$ cat src/rtl/sar_pkg.sv
// Shared definitions for the successive-approximation search controller.
package sar_pkg;

    localparam int WIDTH_DEFAULT = 4;

    typedef enum logic [1:0] {
        IDLE = 2'd0,
        TEST = 2'd1,
        DONE = 2'd2
    } state_t;

endpackage

$ cat src/rtl/sar_search_4bit.sv
// Binary search driving an external comparator: one trial bit per TEST cycle,
// early exit on equality, error exit on any non-one-hot comparator code.
//
// state | meaning
// IDLE  | waiting for start, trial forced to 0
// TEST  | trial = acc | (1<<k) presented to comparator, decision taken this cycle
// DONE  | single-cycle completion, done pulses, result/found/err valid
module sar_search_4bit
    import sar_pkg::*;
#(
    parameter int WIDTH = WIDTH_DEFAULT
) (
    input  logic             clk,
    input  logic             rst,
    input  logic             start,
    output logic [WIDTH-1:0] trial,
    input  logic             cmp_lt,
    input  logic             cmp_gt,
    input  logic             cmp_eq,
    output logic             busy,
    output logic             done,
    output logic [WIDTH-1:0] result,
    output logic             found,
    output logic             err
);

    localparam int KW = (WIDTH > 1) ? $clog2(WIDTH) : 1;
    localparam logic [KW-1:0] K_FIRST = KW'(WIDTH - 1);

    state_t           state;
    state_t           state_next;
    logic [WIDTH-1:0] acc;
    logic [KW-1:0]    k;
    logic [2:0]       cmp_code;
    logic             last_bit;

    assign cmp_code = {cmp_lt, cmp_gt, cmp_eq};
    assign last_bit = (k == '0);

    always_ff @(posedge clk or posedge rst) begin
        if (rst) begin
            state <= IDLE;
        end else begin
            state <= state_next;
        end
    end

    always_comb begin
        state_next = state;
        case (state)
            IDLE: if (start) state_next = TEST;
            TEST: begin
                case (cmp_code)
                    3'b001:         state_next = DONE;
                    3'b100, 3'b010: state_next = last_bit ? DONE : TEST;
                    default:        state_next = DONE;
                endcase
            end
            DONE:    state_next = start ? TEST : IDLE;
            default: state_next = IDLE;
        endcase
    end

    always_comb begin
        busy  = 1'b0;
        done  = 1'b0;
        trial = '0;
        case (state)
            TEST: begin
                busy  = 1'b1;
                trial = acc | (WIDTH'(1) << k);
            end
            DONE:    done = 1'b1;
            default: ;
        endcase
    end

    // Search datapath; start is only honoured outside TEST.
    always_ff @(posedge clk or posedge rst) begin
        if (rst) begin
            acc    <= '0;
            k      <= K_FIRST;
            result <= '0;
            found  <= 1'b0;
            err    <= 1'b0;
        end else begin
            case (state)
                IDLE, DONE: begin
                    if (start) begin
                        acc    <= '0;
                        k      <= K_FIRST;
                        result <= '0;
                        found  <= 1'b0;
                        err    <= 1'b0;
                    end
                end
                TEST: begin
                    case (cmp_code)
                        3'b001: begin
                            result <= trial;
                            found  <= 1'b1;
                        end
                        3'b100: begin
                            acc <= trial;
                            if (last_bit) result <= trial;
                            else          k      <= k - 1'b1;
                        end
                        3'b010: begin
                            if (last_bit) result <= acc;
                            else          k      <= k - 1'b1;
                        end
                        default: begin
                            err    <= 1'b1;
                            result <= acc;
                        end
                    endcase
                end
                default: ;
            endcase
        end
    end

endmodule

$ cat config.mk
export PLATFORM = sky130hd
export DESIGN_NAME = sar_search_4bit
export DESIGN_NICKNAME = d
export VERILOG_FILES = /design/src/rtl/sar_pkg.sv /design/src/rtl/sar_search_4bit.sv
export SDC_FILE = /design/constraint.sdc
export NUM_CORES = 1
export LEC_CHECK = 0
export BUFFER_PORTS_ARGS = -buffer_cell sky130_fd_sc_hd__buf_2
export CORE_MARGIN = 2
export CORE_UTILIZATION = 30
export DETAILED_ROUTE_END_ITERATION = 10
export RECOVER_POWER = 25
export SKIP_LAST_GASP = 1
export SYNTH_ARGS = -nofsm -noshare
export SYNTH_HDL_FRONTEND = slang
export SYNTH_SLANG_ARGS = --single-unit
$ cat constraint.sdc
create_clock -name clk -period 3.35 [get_ports clk]
set_input_delay 0.67 -clock clk [delete_from_list [all_inputs] [get_ports clk]]
set_output_delay 0.67 -clock clk [all_outputs]
set_load 0.01 [all_outputs]
======== Word level (Yosys, flattened, before mapping) ========
Index checks and enable logic that the tools add are counted.
operators by class
  add/sub/neg operators ................... 1
  $mul .................................... 0
  div/mod/pow operators ................... 0
  magnitude comparators ................... 0
  equality and inequality tests ........... 14
  shifts and indexed selects .............. 1
  mux-type cells .......................... 24
  bitwise gates (word level) .............. 1
  reductions and logical operators ........ 11
operators by type and width
  kind                                               number
  2-to-1 mux 4 bit                                   5
  case mux 4 bit (2 select lines)                    2
  2-to-1 mux 2 bit                                   6
  case mux 4 bit (3 select lines)                    1
  != test 2 bit (second input constant)              5
  AND reduction 3 bit                                3
  AND reduction 4 bit                                2
  2-to-1 mux 1 bit                                   6
  != test 3 bit (second input constant)              2
  case mux 2 bit (3 select lines)                    1
  zero test 2 bit                                    2
  != test 2 x 1 -> 1 bit (second input constant)     2
  bitwise OR 4 bit                                   1
  case mux 1 bit (2 select lines)                    2
  case mux 2 bit (2 select lines)                    1
  OR reduction 2 bit                                 2
  left shift 1 x 2 -> 4 bit (first input constant)   1
  == test 3 x 1 -> 1 bit (second input constant)     1
  == test 3 x 2 -> 1 bit (second input constant)     1
  == test 3 bit (second input constant)              1
  OR reduction 3 bit                                 1
  == test 2 x 1 -> 1 bit (second input constant)     1
  == test 2 bit (second input constant)              1
  nonzero test 2 bit                                 1
  subtractor 2 x 1 -> 2 bit (second input constant)  1
word-level totals
  flip-flop bits (word level) ............. 14
  bits in latches ......................... 0
  memory bits (writable) .................. 0
  memory bits (read-only) ................. 0
  input port bits ......................... 6
  output and inout bits ................... 12
  word-level logic and storage cells ...... 58
  memories ................................ 0

======== Longest topological paths before layout ========
  depth after elaboration ................. 6
  depth in mapped cells ................... 5
  depth with buffers taken out ............ 5

======== Worst setup path after synthesis ========
Ideal clock, no wire load.
  path type ............................... reg2out
  start point ............................. reg k[0]
  end point ............................... out trial[0]
  arrival ................................. 968 ps
  required time ........................... 2680 ps
  slack ................................... 1712 ps
  stages on the path, launching flop included .. 5
  path buffers ............................ 0
  path through ............................ dfstp_2 > inv_1 > ha_1 > nor2_1 > nor2_1
on the way
  longest elaborated chain between the ends .. 3
RTL lines
  what                       RTL line                RTL
  start: declaration         sar_search_4bit.sv:33   logic [KW-1:0] k;
  start signal: assignment   sar_search_4bit.sv:106  else k <= k - 1'b1;
  start signal: assignment   sar_search_4bit.sv:110  else k <= k - 1'b1;
  left shift 1 x 2 -> 4 bit  sar_search_4bit.sv:71   trial = acc | (WIDTH'(1) << k);
  bitwise OR 4 bit           sar_search_4bit.sv:71
  2-to-1 mux 4 bit           sar_search_4bit.sv:68   case (state)
  end: declaration           sar_search_4bit.sv:16   output logic [WIDTH-1:0] trial,
No other way between the ends.

======== Worst setup path after layout ========
Ends and elaborated chain as after synthesis.

==> metrics.md <==
| Metric | Value |
|---|---|
| Critical path class | `reg -> out` |
| Share of the synthesized area in the top cell type | `~41%` |
| Placed cell areas | `837 um^2` |
| Netlist cell types | `20` |
| Worst R2R End | `k[1]` |
| Relative slew slack | `around two thirds` |
| First-pass GRT wire length | `between 2000 and 2500 um` |
| Port Buffers | `17` |
| Leak Pwr | `about 0.00047 uW` |
| Share of layout cells above drive strength 1 | `28.4%` |
| H-tree depth | `1` |
| Pins Over Slew Limit | `0` |
| DP HPWL | `between 1000 and 1500 um` |
| P&R area growth vs syn | `20.3%` |
| R2R depth | `5` |
| Post-synth EDFFs | `0` |
| Antenna Nets Post-Route | `0` |
| Largest cells by area after synthesis | `dfrtp_1 41%, mux2i_1 8.3%, dfstp_2 7.2%` |
| Final Net Count | `between 90 and 100` |
| Clk sinks | `14` |
| Synthesized cell area | `~730 um^2` |
| CP Max Fanout | `5` |
| Starting DRT DRC Count | `22` |
| Setup Total Neg Slack | `0 ns` |
| Synth Net Count | `79` |
| Worst-margin pin slew | `0.526 ns` |
| Core footprint | `approximately 2300 um^2` |
| Total gr overflow | `0` |
| WP data arrival | `1.45 ns` |
| Residual DRC count | `0` |
| Largest area contributor in the netlist | `dfrtp_1` |
| Routed WL | `1420 um` |
| Final instance area | `roughly 870 um^2` |
| Hold_buf cts | `0` |
| Pwr per Cell Area | `between 400 and 500 nW/um^2` |
| Max Clock Skew | `approximately 0.0081 ns` |
| Leading cell type in the layout, fill and taps excluded | `buf_2` |
| Crit path launch type | `flop` |
| Synth Flop Type | `dfrtp_1` |
| Initial Util | `between 30 and 40%` |
| CTS tree | `yes` |
| Clock Latency Late Sink | `roughly 0.28 ns` |
| Hold crit path type | `in -> async` |
| Sequential cell area | `353 um^2` |
| Wire per inst | `~12 um` |
| DRT Pass-1 Iters | `4` |
| Max Freq | `between 400 and 500 MHz` |
| Initial antenna violation count | `0` |
| Post-CTS sizing | `0` |
| Max Cap Viol | `0` |
| Largest net degree at the start of global routing | `15` |
| Asr flop ratio synth | `100%` |
| Final min period | `roughly 2.1 ns` |
| Total GRT Usage | `11.9%` |
| Worst reg2reg path startpoint | `k[0]` |
| Setup violators final | `0` |
| Area of the multi-input gates | `345 um^2` |
| Drt via density | `between 4 and 5` |
| Most frequent cells in the layout | `17 x buf_2, 12 x dfrtp_1, 11 x nor2_1, 6 x mux2i_1` |
| Mapped Avg Cell Area | `around 11 um^2` |
| CTS max path bufs | `2` |
| Req. time, crit path | `2.68 ns` |
| Clock-pin transition on the worst setup and hold timing paths | `~0.090 ns` |
| Post-CTS setup buffers | `0` |
| VDD IR max | `approximately 0.17 mV` |
| Vias in the first global route | `around 540` |
| Yosys warns | `0` |
| Status | `completed` |
| Chip Width | `roughly 53 um` |
| Final GP Congestion | `0.759` |
| Synth Register Bits | `14` |
| Fillers | `roughly 250` |
| Final Hold Fails | `0` |
| CTS buffer count | `3` |
| Row Count | `17` |
| Worst Setup End Kind | `output port` |
| RSZ-0062 raised after global routing | `no` |
| Root Buffer | `clkbuf_4` |
| Die area | `~2800 um^2` |
| Via Count | `554` |
| Seq/Total Area, Yosys | `between 40% and 50%` |
| IO Pins | `18` |
| R2r setup slk | `about 1.9 ns` |
| Ant. Diodes | `0` |
| Synth Instances | `69` |
| Die height | `about 53 um` |
| Final Cycle Share | `between 60 and 70%` |
==> stage by stage <==
step	util [%]	power (uW)	worst slack (ns)	std cells	hold WS (ns)
floorplan	-	274	1.71	69	0.497
global placement	37.1	307	1.56	112	0.487
detailed placement	37.1	310	1.54	112	0.500
CTS	38.7	432	1.22	116	0.426
global route	38.7	453	1.13	116	0.445
finish	38.7	428	1.23	116	0.404
==> power by group <==
group	switching [uW]	leakage (uW)	total [uW]	internal (uW)
Sequential	12.1	0.000183	201	189
Clock	56.1	0.0000210	122	66.2
Combinational	62.2	0.000263	104	41.9
Total	130	0.000467	428	297
==> worst max-delay path, stage by stage (launching register included) <==
cell and delay [ns]:
dfstp_2 0.57, inv_1 0.07, ha_1 0.24, nor2_1 0.10, nor2_1 0.04, buf_2 0.15
==> area by class of cell <==
cell class,instances,area share (%)
tap,28,4.01
clock buffer,4,4.15
timing repair buffer,17,9.74
multi-input combinational,48,39.5
sequential,14,40.4
inverter,5,2.15
==> cells by family after synthesis <==
| logic type | count (synthesis) | share of synthesized area [%] |
|---|---|---|
| AND/OR/NAND/NOR | 23 | 16.9 |
| flip-flops | 14 | 48.6 |
| AO/OA/AOI/OAI | 13 | 13.1 |
| buffers and inverters | 7 | 3.79 |
| multiplexers | 6 | 8.28 |
| adder cells (fa/ha/maj) | 4 | 6.90 |
| XOR/XNOR | 2 | 2.41 |
==> sequential cells by signal, summed over array words and instances, names as in the netlist <==
| signal | cells |
|---|---|
| result | 4 |
| k | 2 |
| err | 1 |
| acc | 4 |
| found | 1 |
| state | 2 |
==> worst max path at each step <==
stage / to / slack (ns) / start / depth (start not counted)
6_report: trial[0] / 1.23 / k[0] / 5
5_1_grt: trial[0] / 1.13 / k[0] / 5
3_3_place_gp: trial[0] / 1.56 / k[0] / 5
4_1_cts: trial[0] / 1.22 / k[0] / 5
3_5_place_dp: trial[0] / 1.54 / k[0] / 5
2_1_floorplan: trial[0] / 1.71 / k[0] / 4
==> cells in the mapped netlist, drive strengths merged, types with 2 or more instances <==
cell type and n:
ha 4, a31oi 4, nor2 11, nand2 5, dfstp 2, a22o 5
nor4b 2, inv 5, dfrtp 12, nand2b 2, o21ai 2, xor2 2
nor2b 2, mux2i 6
==> per-layer routing <==
| metal | track usage (%) | share of wire, % |
|---|---|---|
| met5 | 0 | 0 |
| met4 | 6.41 | 2.7 |
| met3 | 1.69 | 6.3 |
| met2 | 17.7 | 40 |
| met1 | 16.4 | 51 |
No activity file was read; power rests on OpenSTA's default activity.
